## src/rtl/branch_predictor_bht_if.sv

```systemverilog
// Shared types and the decode/execute/fetch bundle for branch_predictor_bht.
//   master : pipeline side (drives decode/execute info, receives redirects)
//   slave  : predictor side
// Signals: stall, branchType, PCID, imm (decode); f3EXE, immEXE, aluOut,
// zeroFlag/negFlag/neguFlag (execute); flush, hold, branch, bypass, PCnext,
// predTaken, branchCount, mispredictCount (predictor outputs).
package branch_predictor_bht_pkg;
    typedef enum logic [1:0] {
        NON         = 2'd0,
        JAL         = 2'd1,
        JALR        = 2'd2,
        CONDITIONAL = 2'd3
    } branch_type_t;

    typedef enum logic [2:0] {
        BEQ  = 3'b000,
        BNE  = 3'b001,
        BLT  = 3'b100,
        BGE  = 3'b101,
        BLTU = 3'b110,
        BGEU = 3'b111
    } branch_signals_t;
endpackage

interface branch_predictor_bht_if
    import branch_predictor_bht_pkg::*;
#(
    parameter int CNT_W = 32
);
    logic            stall;
    branch_type_t    branchType;
    logic [31:0]     PCID;
    logic [31:0]     imm;
    branch_signals_t f3EXE;
    logic [31:0]     immEXE;
    logic [31:0]     aluOut;
    logic            zeroFlag;
    logic            negFlag;
    logic            neguFlag;
    logic            flush;
    logic            hold;
    logic            branch;
    logic            bypass;
    logic [31:0]     PCnext;
    logic            predTaken;
    logic [CNT_W-1:0] branchCount;
    logic [CNT_W-1:0] mispredictCount;

    modport master (
        output stall, branchType, PCID, imm, f3EXE, immEXE, aluOut,
               zeroFlag, negFlag, neguFlag,
        input  flush, hold, branch, bypass, PCnext, predTaken,
               branchCount, mispredictCount
    );

    modport slave (
        input  stall, branchType, PCID, imm, f3EXE, immEXE, aluOut,
               zeroFlag, negFlag, neguFlag,
        output flush, hold, branch, bypass, PCnext, predTaken,
               branchCount, mispredictCount
    );
endinterface

```

## src/rtl/branch_predictor_bht.sv

```systemverilog
// PC-indexed saturating-counter branch predictor with execute-stage resolution.
// Decode looks up the table and redirects on JAL / predicted-taken branches;
// execute resolves conditionals and JALR, overriding decode on a mispredict.
// Ports:
//   Clock, nReset : clock, asynchronous active-low reset
//   bus (slave)   : decode/execute inputs, redirect/flush/hold outputs,
//                   branch and mispredict performance counters
module branch_predictor_bht
    import branch_predictor_bht_pkg::*;
#(
    parameter int ENTRIES   = 16,
    parameter int CTR_BITS  = 2,
    parameter int INDEX_LSB = 2,
    parameter int RESET_CTR = 2**(CTR_BITS-1)-1,
    parameter int CNT_W     = 32
) (
    input logic                   Clock,
    input logic                   nReset,
    branch_predictor_bht_if.slave bus
);
    localparam int IDX_W = $clog2(ENTRIES);
    localparam logic [CTR_BITS-1:0] CTR_MAX = '1;
    localparam logic [CTR_BITS-1:0] CTR_RST = CTR_BITS'(RESET_CTR);

    typedef struct packed {
        logic             valid;
        branch_type_t     bType;
        logic [IDX_W-1:0] idx;
        logic             pred;
        logic [31:0]      pc;
    } exe_t;

    logic [ENTRIES-1:0][CTR_BITS-1:0] ctrTable;
    exe_t                             exeQ;
    logic [CNT_W-1:0]                 branchCnt;
    logic [CNT_W-1:0]                 mispredictCnt;

    logic [IDX_W-1:0] idxID;
    logic             predID;
    logic             taken;
    logic             exeCond;
    logic             exeJalr;
    logic             exeMiss;

    logic             flushO;
    logic             holdO;
    logic             branchO;
    logic             bypassO;
    logic [31:0]      pcNextO;
    logic             predO;

    // Lookup reads the registered table only: a same-cycle update to the
    // same index is not forwarded.
    assign idxID  = bus.PCID[INDEX_LSB +: IDX_W];
    assign predID = ctrTable[idxID][CTR_BITS-1];

    always_comb begin
        taken = 1'b0;
        case (bus.f3EXE)
            BEQ:     taken = bus.zeroFlag;
            BNE:     taken = !bus.zeroFlag;
            BLT:     taken = bus.negFlag;
            BGE:     taken = !bus.negFlag;
            BLTU:    taken = bus.neguFlag;
            BGEU:    taken = !bus.neguFlag;
            default: taken = 1'b0;
        endcase
    end

    assign exeCond = exeQ.valid && (exeQ.bType == CONDITIONAL);
    assign exeJalr = exeQ.valid && (exeQ.bType == JALR);
    assign exeMiss = exeCond && (taken != exeQ.pred);

    // Execute redirects win over decode; decode-driven outputs only apply
    // when execute has nothing to correct.
    always_comb begin
        flushO  = 1'b0;
        holdO   = 1'b0;
        branchO = 1'b0;
        bypassO = 1'b0;
        pcNextO = 32'd0;
        predO   = 1'b0;
        if (nReset) begin
            if (exeJalr) begin
                flushO  = 1'b1;
                branchO = 1'b1;
                bypassO = 1'b1;
                pcNextO = bus.aluOut;
            end else if (exeMiss) begin
                flushO  = 1'b1;
                branchO = 1'b1;
                pcNextO = taken ? bus.immEXE : exeQ.pc + 32'd4;
            end else begin
                case (bus.branchType)
                    JAL: begin
                        branchO = 1'b1;
                        pcNextO = bus.imm;
                    end
                    JALR: holdO = 1'b1;
                    CONDITIONAL: begin
                        predO = predID;
                        if (predID) begin
                            branchO = 1'b1;
                            pcNextO = bus.imm;
                        end
                    end
                    default: ;
                endcase
            end
        end
    end

    always_ff @(posedge Clock or negedge nReset) begin
        if (!nReset) begin
            for (int i = 0; i < ENTRIES; i++) ctrTable[i] <= CTR_RST;
            exeQ          <= '0;
            branchCnt     <= '0;
            mispredictCnt <= '0;
        end else if (!bus.stall) begin
            // A stalled resolve keeps its redirect up but trains only once,
            // on the edge that releases it.
            if (exeCond) begin
                if (taken && ctrTable[exeQ.idx] != CTR_MAX)
                    ctrTable[exeQ.idx] <= ctrTable[exeQ.idx] + 1'b1;
                else if (!taken && ctrTable[exeQ.idx] != '0)
                    ctrTable[exeQ.idx] <= ctrTable[exeQ.idx] - 1'b1;
                branchCnt <= branchCnt + 1'b1;
                if (exeMiss) mispredictCnt <= mispredictCnt + 1'b1;
            end
            // A squashed decode instruction never enters execute.
            exeQ.valid <= (bus.branchType != NON) && !flushO;
            exeQ.bType <= bus.branchType;
            exeQ.idx   <= idxID;
            exeQ.pred  <= predID;
            exeQ.pc    <= bus.PCID;
        end
    end

    assign bus.flush           = flushO;
    assign bus.hold            = holdO;
    assign bus.branch          = branchO;
    assign bus.bypass          = bypassO;
    assign bus.PCnext          = pcNextO;
    assign bus.predTaken       = predO;
    assign bus.branchCount     = branchCnt;
    assign bus.mispredictCount = mispredictCnt;
endmodule

```

## src/flat_wrapper.sv

```systemverilog
// flat-port wrapper written by rule: the top's interface ports become plain ports
module branch_predictor_bht_flat import branch_predictor_bht_pkg::*;
#(
    parameter int ENTRIES   = 16,
    parameter int CTR_BITS  = 2,
    parameter int INDEX_LSB = 2,
    parameter int RESET_CTR = 2**(CTR_BITS-1)-1,
    parameter int CNT_W     = 32
)
  (Clock, nReset, bus_stall, bus_branchType, bus_PCID, bus_imm, bus_f3EXE, bus_immEXE, bus_aluOut, bus_zeroFlag, bus_negFlag, bus_neguFlag, bus_flush, bus_hold, bus_branch, bus_bypass, bus_PCnext, bus_predTaken, bus_branchCount, bus_mispredictCount);
  branch_predictor_bht_if #(.CNT_W(CNT_W)) bus_i ();
  input logic Clock;
  input logic nReset;
  input wire logic [$bits(bus_i.stall)-1:0] bus_stall;
  input wire logic [$bits(bus_i.branchType)-1:0] bus_branchType;
  input wire logic [$bits(bus_i.PCID)-1:0] bus_PCID;
  input wire logic [$bits(bus_i.imm)-1:0] bus_imm;
  input wire logic [$bits(bus_i.f3EXE)-1:0] bus_f3EXE;
  input wire logic [$bits(bus_i.immEXE)-1:0] bus_immEXE;
  input wire logic [$bits(bus_i.aluOut)-1:0] bus_aluOut;
  input wire logic [$bits(bus_i.zeroFlag)-1:0] bus_zeroFlag;
  input wire logic [$bits(bus_i.negFlag)-1:0] bus_negFlag;
  input wire logic [$bits(bus_i.neguFlag)-1:0] bus_neguFlag;
  output wire logic [$bits(bus_i.flush)-1:0] bus_flush;
  output wire logic [$bits(bus_i.hold)-1:0] bus_hold;
  output wire logic [$bits(bus_i.branch)-1:0] bus_branch;
  output wire logic [$bits(bus_i.bypass)-1:0] bus_bypass;
  output wire logic [$bits(bus_i.PCnext)-1:0] bus_PCnext;
  output wire logic [$bits(bus_i.predTaken)-1:0] bus_predTaken;
  output wire logic [$bits(bus_i.branchCount)-1:0] bus_branchCount;
  output wire logic [$bits(bus_i.mispredictCount)-1:0] bus_mispredictCount;
  assign bus_i.stall = bus_stall;
  assign bus_i.branchType = bus_branchType;
  assign bus_i.PCID = bus_PCID;
  assign bus_i.imm = bus_imm;
  assign bus_i.f3EXE = bus_f3EXE;
  assign bus_i.immEXE = bus_immEXE;
  assign bus_i.aluOut = bus_aluOut;
  assign bus_i.zeroFlag = bus_zeroFlag;
  assign bus_i.negFlag = bus_negFlag;
  assign bus_i.neguFlag = bus_neguFlag;
  assign bus_flush = bus_i.flush;
  assign bus_hold = bus_i.hold;
  assign bus_branch = bus_i.branch;
  assign bus_bypass = bus_i.bypass;
  assign bus_PCnext = bus_i.PCnext;
  assign bus_predTaken = bus_i.predTaken;
  assign bus_branchCount = bus_i.branchCount;
  assign bus_mispredictCount = bus_i.mispredictCount;
  branch_predictor_bht #(.ENTRIES(ENTRIES), .CTR_BITS(CTR_BITS), .INDEX_LSB(INDEX_LSB), .RESET_CTR(RESET_CTR), .CNT_W(CNT_W)) u_core (.Clock(Clock), .nReset(nReset), .bus(bus_i));
endmodule
```

## config.mk

```make
export PLATFORM = sky130hd
export DESIGN_NAME = branch_predictor_bht_flat
export DESIGN_NICKNAME = d
export VERILOG_FILES = /design/src/rtl/branch_predictor_bht_if.sv /design/src/rtl/branch_predictor_bht.sv /design/src/flat_wrapper.sv
export SDC_FILE = /design/constraint.sdc
export NUM_CORES = 1
export LEC_CHECK = 0
export CAP_MARGIN = 20
export CORE_UTILIZATION = 43
export CTS_BUF_LIST = sky130_fd_sc_hd__clkbuf_16
export CTS_CLUSTER_SIZE = 40
export DETAILED_ROUTE_END_ITERATION = 7
export PLACE_DENSITY_LB_ADDON = 0.25
export REMOVE_ABC_BUFFERS = 1
export SYNTH_ARGS = -nofsm -noshare
export SYNTH_HDL_FRONTEND = slang
export SYNTH_SLANG_ARGS = --single-unit
```

## constraint.sdc

```tcl
create_clock -name Clock -period 3.1 [get_ports Clock]
set_clock_uncertainty 0.1 [all_clocks]
set_input_delay 0.31 -clock Clock [delete_from_list [all_inputs] [get_ports Clock]]
set_output_delay 0.31 -clock Clock [all_outputs]
set_load 0.02 [all_outputs]
```

# Word-level counts from Yosys, hierarchy flattened
# Cells that the tools add are included.
[totals]
wordCells = 98
output_inout_bits = 101
input_bits = 139
ff_bits = 136
[classes]
n_lt_le_gt_ge = 3
bitwise = 1
n_reduce_logical = 19
n_eq_ne = 12
addsub = 5
n_mux = 35
[ops]
columns = ["cell", "n"]
rows = [
  ["32-bit 2-to-1 mux", 7],
  ["32-bit by 1-bit adder with 32-bit output, second input constant", 2],
  ["32-bit bitwise mux", 2],
  ["32-bit one-hot mux with 2 select lines", 1],
  ["32-bit by 3-bit adder with 32-bit output, second input constant", 1],
  ["1-bit 2-to-1 mux", 17],
  ["2-bit binary-select mux with 4-bit select", 2],
  ["3-bit equality test, second input constant", 4],
  ["4-bit by 5-bit < comparator with 1-bit output, second input constant", 2],
  ["2-bit demux with 4-bit select", 1],
  ["2-bit equality test, second input constant", 4],
  ["1-bit logical AND", 7],
  ["2-bit 2-to-1 mux", 3],
  ["1-bit one-hot mux with 6 select lines", 1],
  ["3-bit AND reduction", 2],
  ["2-bit nonzero test", 3],
  ["1-bit logical NOT", 5],
  ["4-bit by 1-bit >= comparator with 1-bit output, second input constant", 1],
  ["3-bit by 1-bit equality test with 1-bit output, second input constant", 1],
  ["3-bit logical NOT", 1],
  ["2-bit by 1-bit adder with 2-bit output, second input constant", 1],
  ["2-bit by 1-bit equality test with 1-bit output, second input constant", 1],
  ["2-bit inequality test, second input constant", 1],
  ["1-bit one-hot mux with 2 select lines", 1],
  ["other kinds (4)", 4],
]

# Depth between registers and ports, before layout
# Gate-level depths: netlist of the first run.
[logic_depth]
depth_word = 9
ltp_mapped = 14
depth_no_buf = 10

# Worst setup path after synthesis of the first run
# No wires, ideal clock.
[synth_path]
path_kind = "register to register"
startpoint = "register, netlist name u_core.exeQ[3]"
endpoint = "register u_core.ctrTable[31] (netlist bit)"
n_path_buf = 4
arrival_ns = 3.161
period_less_slack_ns = 3.386
slack_ns = -0.286
path_stages_with_launch = 14
path_cell_list = "dfrtp_1 clkbuf_1 mux4_2 mux2_2 o21ai_1 clkbuf_1 inv_1 ha_1 o21ai_1 and3_1 clkbuf_1 buf_2 nand3_1 mux2_2"
[synth_lines]
columns = ["element", "line_no", "source"]
rows = [
  ["end signal, assigned by index", "branch_predictor_bht.sv:124", "ctrTable[exeQ.idx] <= ctrTable[exeQ.idx] + 1'b1;"],
  ["end signal, assigned by index", "branch_predictor_bht.sv:126", "ctrTable[exeQ.idx] <= ctrTable[exeQ.idx] - 1'b1;"],
  ["end, declared", "branch_predictor_bht.sv:33", "logic [ENTRIES-1:0][CTR_BITS-1:0] ctrTable;"],
]

# Final worst setup path of the first run
[layout_path]
startpoint = "input port bus_zeroFlag"
endpoint = "output port bus_PCnext[13]"
[layout_via]
elab_chain_len = 7
elab_cells_between_ends = 8
[layout_lines]
columns = ["element", "line_no", "source"]
rows = [
  ["start, declared", "flat_wrapper.sv:21", "input wire logic [$bits(bus_i.zeroFlag)-1:0] bus_zeroFlag;"],
  ["1-bit logical NOT", "branch_predictor_bht.sv:61", "BNE: taken = !bus.zeroFlag;"],
  ["1-bit one-hot mux with 6 select lines (*)", "branch_predictor_bht.sv:59", "case (bus.f3EXE)"],
  ["1-bit inequality test", "branch_predictor_bht.sv:72", "assign exeMiss = exeCond && (taken != exeQ.pred);"],
  ["1-bit logical AND", "branch_predictor_bht.sv:72", ""],
  ["32-bit 2-to-1 mux (*)", "branch_predictor_bht.sv:89", "end else if (exeMiss) begin"],
  ["32-bit 2-to-1 mux (*)", "branch_predictor_bht.sv:84", "if (exeJalr) begin"],
  ["32-bit 2-to-1 mux (*)", "branch_predictor_bht.sv:83", "if (nReset) begin"],
  ["end, declared", "flat_wrapper.sv:28", "output wire logic [$bits(bus_i.PCnext)-1:0] bus_PCnext;"],
]
# Mark *: on every way between the ends. The rest lies on a longest branch, timed or not.

==> impl_metrics.ini, run 1 <==
[cts]
cts.htree.levels = 4
clkTransAtPathRegs_ns = 0.06
cts_made_buffers = 17
cts.sinks = 132
root_buffer = clkbuf_16
insertion_delay_ns = 0.42
cts_buffer_depth = 2
cts_tree = yes

[worst_setup_path]
cp_top_family = buffers and inverters
cp_max_fo = 11
criticalPathCategory = in -> out
cp-end-kind = output port
cp-start-kind = input pin
cpPeakStageDelay_ns = 0.46
cp_cell_sequence = clkdlybuf4s50_1, xnor2_2, o21a_1, or2_2, or3_4, buf_4, nand3_1, a31oi_1, clkdlybuf4s15_2
crit_required_ns = 2.69
cpMaxStageDelayCell = clkdlybuf4s50_1
worstPathArrival_ns = 2.64
critical_path_buf_inv_count = 3

[sta]
final_hold_viol_count = 0
relSlewSlack_pct = 46.0
finalSetupViolCount = 0
fin_crit_ns = 3.05
clock.fmax_mhz = 327
slew_violations = 0
rsz0062_at_grt = yes
timing.final.crit_share_pct = 98.5
setup_slack_ns = 0.0463
tightest_slew_ns = 0.810

[route]
drtAntennaViolNets = 0
drt_pass1_iterations = 5
viasPerCell = 5.55
drtIter0Drc = 375
routed_wirelength_um = 24000
wl_per_cell_um = 18.5
vias = 7196
route.detailed.drc = 0

[yosys]
yosys_warnings = 0
synthMostInstantiatedCell = dfrtp_1
synth.area.top_cells = dfrtp_1 37%, mux2_2 11%, xnor2_1 7.1%
synth_largest_area_cell = dfrtp_1
syn_area_mm2 = 0.00777
async_flop_share_pct = 100
ys_types = 59
synth_top_area_share_pct = 37.3
syn_inst = 758
syn_avg_cell_area_um2 = 10.3
ys_seq_area_share_pct = 42.7
ys_seq_elements = 132
synth-edff-count = 0
yosys-top-cells-count = 116 x dfrtp_1, 73 x mux2_2, 65 x nand3_1
ys.flop_type = dfrtp_1

[grt]
grt_max_degree = 65
grt_antenna_before_repair = 1
overflow = 0
grt_pass1_wl_um = 38200
grt.total_usage_pct = 26.8
grt_pass1_vias = 7259

[floorplan]
io_pins = 240
dieArea_mm2 = 0.0186
die_w_um = 136
core_area_mm2 = 0.0175
die_y_um = 136
rows = 48
initial_core_util_pct = 44.5

[power_and_ir_drop]
power.total_mw = 5.28
p_leak_nw = 4.92
irDropWorstVdd_mv = 0.382
power.density_mw_per_mm2 = 454

[outcome]
status = completed

[run]
max_cap_viol_count = 0

[layout]
fin_area_mm2 = 0.0116
syn_to_final_growth_pct = 49.5
num-nets-final = 1204
drive_above_1_share_pct = 25.3

[hold_path]
hold_path_class = in -> async

[placed_design]
gp_congestion = 0.867
place_ws_ns = -0.608
dp_hpwl_um = 17800
portBuffers = 239
placed_cell_area_mm2 = 0.0109
-- metal layers --
metal / vias up / wire, um / GRT usage [%]
met4: 0 / 521 / 7.96
met1: 3471 / 10200 / 34.2
li1: 3406 / - / -
met3: 38 / 1680 / 7.16
met2: 281 / 11600 / 44.3
met5: - / 0 / 0
-- power by group --
group	internal [mW]	leakage (nW)	switching, mW
registers	1.87	1.68	0.134
clock network	1.27	0.286	0.792
logic	0.634	2.95	0.579
total	3.77	4.92	1.51
-- layout by cell type, fill, tap and decap left out, drive strengths merged, types with 8 or more instances in the layout --
cell,n
clkdlybuf4s50,196
dfrtp,116
buf,93
mux2,73
nand3,65
xnor2,63
nand2,57
nand4,34
nor2,32
clkbuf,32
xor2,31
o21ai,26
and3,21
nor3,19
inv,18
a31oi,17
dfstp,16
mux4,11
and4,10
mux2i,9
o22ai,9
nor4,9
a211oi,8
a21oi,8
o211ai,8
ha,8
-- cell families after synthesis --
logic type      share of synthesized area [%]
compound gates                           8.51
xor+xnor                                 10.6
fa+ha+maj                                1.29
buf+inv                                  2.82
flops                                    42.7
mux                                      14.9
simple gates                             19.1
-- metrics by stage --
step	instances	setup TNS, ns	hold slack [ns]	utilization (%)
floorplan	718	-12.57	-0.0856	-
global placement	1254	-14.80	0.120	62.5
detailed placement	1254	-17.21	0.119	62.5
CTS	1291	-0.0710	0.274	66.4
global route	1295	-0.151	0.298	66.5
finish	1296	0	0.290	66.5
-- path summary, 6_finish.rpt --
check | startpoint | end | slack (ns) | depth (start not counted)
min in group Clock | u_core.bus.mispredictCount[27] | u_core.bus.mispredictCount[27] | 0.39 | 1
max in group asynchronous | nReset | u_core.bus.branchCount[23] | 1.49 | 3
worst min register to register | u_core.bus.mispredictCount[27] | u_core.bus.mispredictCount[27] | 0.39 | 1
worst max-delay path | bus_zeroFlag | bus_PCnext[13] | 0.05 | 9
worst min-delay path | nReset | u_core.exeQ[0] | 0.29 | 2
worst max register to register | u_core.exeQ[2] | u_core.ctrTable[13] | 0.10 | 13
-- area by class of cell --
type / instances / area (um^2)
Inverter: 13 / 48.8
Timing Repair Buffer: 320 / 3000
Fill cell: 1381 / 5850
Multi-Input combinational cell: 573 / 4370
Clock inverter: 15 / 178
Antenna cell: 1 / 2.50
Sequential cell: 132 / 3320
Clock buffer: 17 / 425
Tap cell: 225 / 282
-- what timing repair did --
action	CTS	global route
hold endpoints to repair	16	0
resized for setup	104	67
pin swaps	2	10
hold buffers	1	0
endpoints found under the setup margin	35	52
buffers inserted	4	4
Note: power is estimated with default switching activity, not from simulation.
==> run 2: changes to the inputs <==
PLACE_DENSITY = 0.77   (was default)
PLACE_DENSITY_LB_ADDON = default   (was 0.25)
==> impl_metrics.ini, run 2 (same netlist as run 1, synthesis figures left out) <==
[outcome]
status = completed

[sta]
finalSetupViolCount = 0
clock.fmax_mhz = 327
final_hold_viol_count = 0
setup_tns_ns = 0
fin_crit_ns = 3.06
slew_violations = 0
tightest_slew_ns = 0.794
rsz0062_at_grt = yes
relSlewSlack_pct = 47.1
timing.final.crit_share_pct = 98.7
holdWs_ns = 0.168

[worst_setup_path]
cp_max_fo = 4
cpPeakStageDelay_ns = 0.39
worstPathArrival_ns = 2.65
crit_top_cell = buf_4
critical_path_buf_inv_count = 4
r2r-start = u_core.exeQ[2]
cp_cell_sequence = ha_2, nand4_1, buf_4, nor4_1, buf_4, xnor2_1, nor2_1, a211oi_2, nor3_1, buf_4, clkdlybuf4s15_2
regToRegEndpoint = u_core.ctrTable[13]
reg2reg_slack_ns = 0.09
cp-end-kind = output port
criticalPathCategory = reg -> out
cp-start-kind = flip-flop
ff2ff_path_depth = 12
cpMaxStageDelayCell = dfrtp_1
crit_required_ns = 2.69
cp_top_family = buffers and inverters

[layout]
num-nets-final = 1209
final_common_cell = clkdlybuf4s50_1
syn_to_final_growth_pct = 49.3
fin_area_mm2 = 0.0116
postLayoutCoreUtil_pct = 66.4
final_cell_mix = 196 x clkdlybuf4s50_1, 114 x dfrtp_1, 79 x buf_4, 73 x mux2_2, 65 x nand3_1
drive_above_1_share_pct = 26.5

[grt]
grt_antenna_before_repair = 1
grt_pass1_wl_um = 37400
grt_max_degree = 65
grt_pass1_vias = 7124
overflow = 0
grt.total_usage_pct = 26.4

[route]
viasPerCell = 5.63
drtIter0Drc = 580
route.detailed.drc = 0
vias = 7320
routed_wirelength_um = 24000
drt_pass1_iterations = 5
drtAntennaViolNets = 0
wl_per_cell_um = 18.5

[cts]
root_buffer = clkbuf_16
insertion_delay_ns = 0.43
cts_made_buffers = 17
clkTransAtPathRegs_ns = 0.06
cts.sinks = 132
cts.htree.levels = 4
cts_buffer_depth = 2
cts_tree = yes

[floorplan]
rows = 48
die_y_um = 136
core_area_mm2 = 0.0175
initial_core_util_pct = 44.5
dieArea_mm2 = 0.0186
io_pins = 240
die_w_um = 136

[power_and_ir_drop]
p_leak_nw = 4.94
irDropWorstVdd_mv = 0.472
power.total_mw = 5.29
power.density_mw_per_mm2 = 456

[hold_path]
worstHoldEndpoint = u_core.exeQ[39]
whs_path_depth = 3
hold_path_class = in -> reg
min-delay-start = bus_stall

[placed_design]
portBuffers = 239
dp_hpwl_um = 18000
placed_cell_area_mm2 = 0.0109
gp_congestion = 0.921

[run]
max_cap_viol_count = 0
## run 2: cell types whose count changed in the layout (fill, tap and decap cells not counted), moves of 3 or more
cell | previous run | this run
buf_4 | 68 | 79
buf_12 | 9 | 4
inv_6 | 5 | 1
clkbuf_2 | 15 | 18
clkdlybuf4s15_1 | 3 | 0
dlygate4sd2_1 | 7 | 4
## run 2: final cells by class
class | instances | area [um^2]
Timing Repair Buffer | 325 | 2950
Fill cell | 1404 | 5870
Clock inverter | 15 | 186
Inverter | 13 | 48.8
Sequential cell | 132 | 3330
Tap cell | 225 | 282
Clock buffer | 17 | 425
Antenna cell | 1 | 2.50
Multi-Input combinational cell | 573 | 4390
## run 2: metal layers
metal	GRT usage (%)	up-vias	share of wire, %
met2	43.4	280	49
met1	34.3	3593	43
met3	5.52	41	6.3
met5	0	-	0
li1	-	3406	-
met4	9.07	0	2.5
## run 2: report_power, final
part	leakage, nW	internal [mW]	switching, mW
clock	0.293	1.33	0.761
sequential	1.68	1.87	0.135
combinational	2.96	0.627	0.572
## run 2: per-stage QoR
| step | worst slack, ns | std cells |
|---|---|---|
| finish | 0.0400 | 1301 |
| global route | -0.0723 | 1301 |
| CTS | -0.0499 | 1295 |
| detailed placement | -0.504 | 1260 |
| global placement | -0.415 | 1260 |
| floorplan | -0.417 | 718 |
## run 2: worst max path at each step
stage                     depth (start not counted)           startpoint  slack (ns)                  end
after floorplan                                   9       u_core.exeQ[2]       -0.42  u_core.ctrTable[13]
after global placement                            9         bus_f3EXE[0]       -0.41       bus_PCnext[19]
after detailed placement                          9         bus_f3EXE[0]       -0.50       bus_PCnext[19]
after CTS                                         9         bus_zeroFlag       -0.05       bus_PCnext[19]
after global routing                             10  u_core.ctrTable[11]       -0.07       bus_PCnext[30]
final                                            11       u_core.exeQ[2]        0.04       bus_PCnext[14]
## run 2: worst reg2reg max path, delay by kind of cell, from the launching register on
kind,cells,cell delay (ns)
adders and majority gates,1,0.21
DFF,1,0.39
and+or+nand+nor,2,0.38
buffers and inverters,4,0.45
muxes,3,1.13
AOI/OAI and AO/OA,2,0.24
## run 2: timing repair
action                     in CTS  in global routing
gates cloned                    0                  0
resized for setup             106                 72
hold endpoints to repair       24                  0
setup endpoints to repair      35                 52
hold buffers                    1                  0
buffers inserted                2                  5
pin swaps                       1                  4
==> run 3: changes to the inputs <==
CORE_MARGIN = 4   (was default)
==> impl_metrics.ini, run 3 (same netlist as run 1, synthesis figures left out) <==
[worst_setup_path]
crit_top_cell = buf_12
crit_required_ns = 3.30
cpMaxStageDelayCell = mux4_2
cp_top_family = multiplexers
worstPathArrival_ns = 3.28
critical_path_buf_inv_count = 4
cp_cell_sequence = buf_12, buf_12, mux4_2, mux2_4, o21ai_4, inv_2, ha_4, o21ai_2, and3_4, buf_12, nand4b_1, mux2_4
cp-end-kind = flip-flop
criticalPathCategory = reg -> reg
cp_max_fo = 8
cp-start-kind = flip-flop
cpPeakStageDelay_ns = 0.52

[power_and_ir_drop]
power.share.clock_pct = 39.0
power.total_mw = 5.33
irDropWorstVdd_mv = 0.467
power.density_mw_per_mm2 = 454
power.switching_mw = 1.55
p_leak_nw = 4.97
seqPwrFrac_pct = 37.7
intPower_mw = 3.78
switching_share_pct = 29.1
comb_power_share_pct = 23.3

[route]
drt_pass1_iterations = 6
routed_wirelength_um = 25900
route.detailed.drc = 0
drtIter0Drc = 502
viasPerCell = 5.68
drtAntennaViolNets = 0
vias = 7356
wl_per_cell_um = 20.0

[layout]
drive_above_1_share_pct = 27.4
syn_to_final_growth_pct = 50.8
final_common_cell = clkdlybuf4s50_1
diodes = 0
final_cell_mix = 196 x clkdlybuf4s50_1, 116 x dfrtp_1, 71 x buf_4, 70 x mux2_2
num-nets-final = 1205
postLayoutCoreUtil_pct = 66.8

[grt]
grt_antenna_before_repair = 0
grt.total_usage_pct = 24.7
grt_max_degree = 49
grt_pass1_vias = 7204
overflow = 0
grt_pass1_wl_um = 39200

[sta]
tightest_slew_ns = 0.635
timing.final.crit_share_pct = 99.3
setup_tns_ns = 0
clock.fmax_mhz = 325
fin_crit_ns = 3.08
slew_violations = 0
final_hold_viol_count = 0
setup_slack_ns = 0.0202
holdWs_ns = 0.234
relSlewSlack_pct = 57.7
finalSetupViolCount = 0
rsz0062_at_grt = yes

[floorplan]
die_w_um = 142
dieArea_mm2 = 0.0203
core_area_mm2 = 0.0175
io_pins = 240
rows = 48
initial_core_util_pct = 44.3
die_y_um = 142

[cts]
cts_made_buffers = 17
clkTransAtPathRegs_ns = 0.06
cts.htree.levels = 4
cts.sinks = 132
cts_tree = yes
insertion_delay_ns = 0.42
cts_buffer_depth = 2
root_buffer = clkbuf_16

[run]
max_cap_viol_count = 0

[hold_path]
hold_path_class = in -> async

[placed_design]
portBuffers = 239
gp_congestion = 0.901
place_ws_ns = -0.530
dp_hpwl_um = 19100

[outcome]
status = completed
[run 3: cell types whose count changed in the layout (fill, tap and decap cells not counted), moves of 3 or more]
cell / previous run / this run
clkinv_1: 4 / 1
mux2_2: 73 / 70
clkdlybuf4s15_2: 3 / 0
mux2_4: 0 / 3
nand3_1: 65 / 60
buf_12: 4 / 8
nand3_2: 0 / 4
buf_4: 79 / 71
[run 3: final cells by class]
class | instances | area [um^2]
Fill cell | 1410 | 5810
Multi-Input combinational cell | 573 | 4490
Sequential cell | 132 | 3320
Timing Repair Buffer | 321 | 2970
Clock buffer | 17 | 425
Tap cell | 225 | 282
Clock inverter | 15 | 180
Inverter | 13 | 48.8
[run 3: routing by layer]
metal / vias up / track usage, % / share of wire, %
li1: 3403 / - / -
met1: 3650 / 31.4 / 42
met2: 262 / 41.6 / 50
met3: 41 / 6.32 / 6.6
met4: 0 / 7.25 / 1.9
met5: - / 0 / 0
[run 3: path summary, 6_finish.rpt]
path	startpoint	end	slack (ns)	cells past startpoint
setup / recovery	u_core.exeQ[2]	u_core.ctrTable[13]	0.02	12
setup reg to reg	u_core.exeQ[2]	u_core.ctrTable[13]	0.02	12
hold reg to reg	u_core.bus.mispredictCount[31]	u_core.bus.mispredictCount[31]	0.37	1
min in group Clock	bus_stall	u_core.exeQ[32]	0.25	3
max in group asynchronous	nReset	u_core.ctrTable[13]	1.24	4
hold / removal	nReset	u_core.ctrTable[25]	0.23	2
[run 3: power by group through the flow]
stage          clock, mW  combinational, mW  sequential (mW)
6_report            2.08               1.24             2.01
3_5_place_dp           0               1.18             2.03
2_1_floorplan          0              0.496             2.05
3_3_place_gp           0               1.16             2.02
5_1_grt             2.18               1.33             2.03
4_1_cts             2.11               1.20             2.00
[run 3: repair_timing]
item                       in CTS  in global routing
gates resized for setup       114                 86
setup buffers                   1                  6
setup endpoints to repair      52                 64
hold endpoints to repair       22                  0
pin swaps                       2                 12
gates cloned                    0                  1
hold buffers                    1                  0
[run 3: per-stage QoR]
step / area (um^2) / cells
after floorplan: 7600 / 718
after global placement: 10900 / 1255
after detailed placement: 10900 / 1255
after CTS: 11600 / 1289
after global routing: 11700 / 1296
final: 11700 / 1296
[run 3: worst reg2reg max path: stages, from the launching register on]
cell      delay (ns)
dfrtp_1         0.37
buf_12          0.13
buf_12          0.11
mux4_2          0.52
mux2_4          0.31
o21ai_4         0.20
inv_2           0.07
ha_4            0.16
o21ai_2         0.05
and3_4          0.24
buf_12          0.13
nand4b_1        0.21
mux2_4          0.36
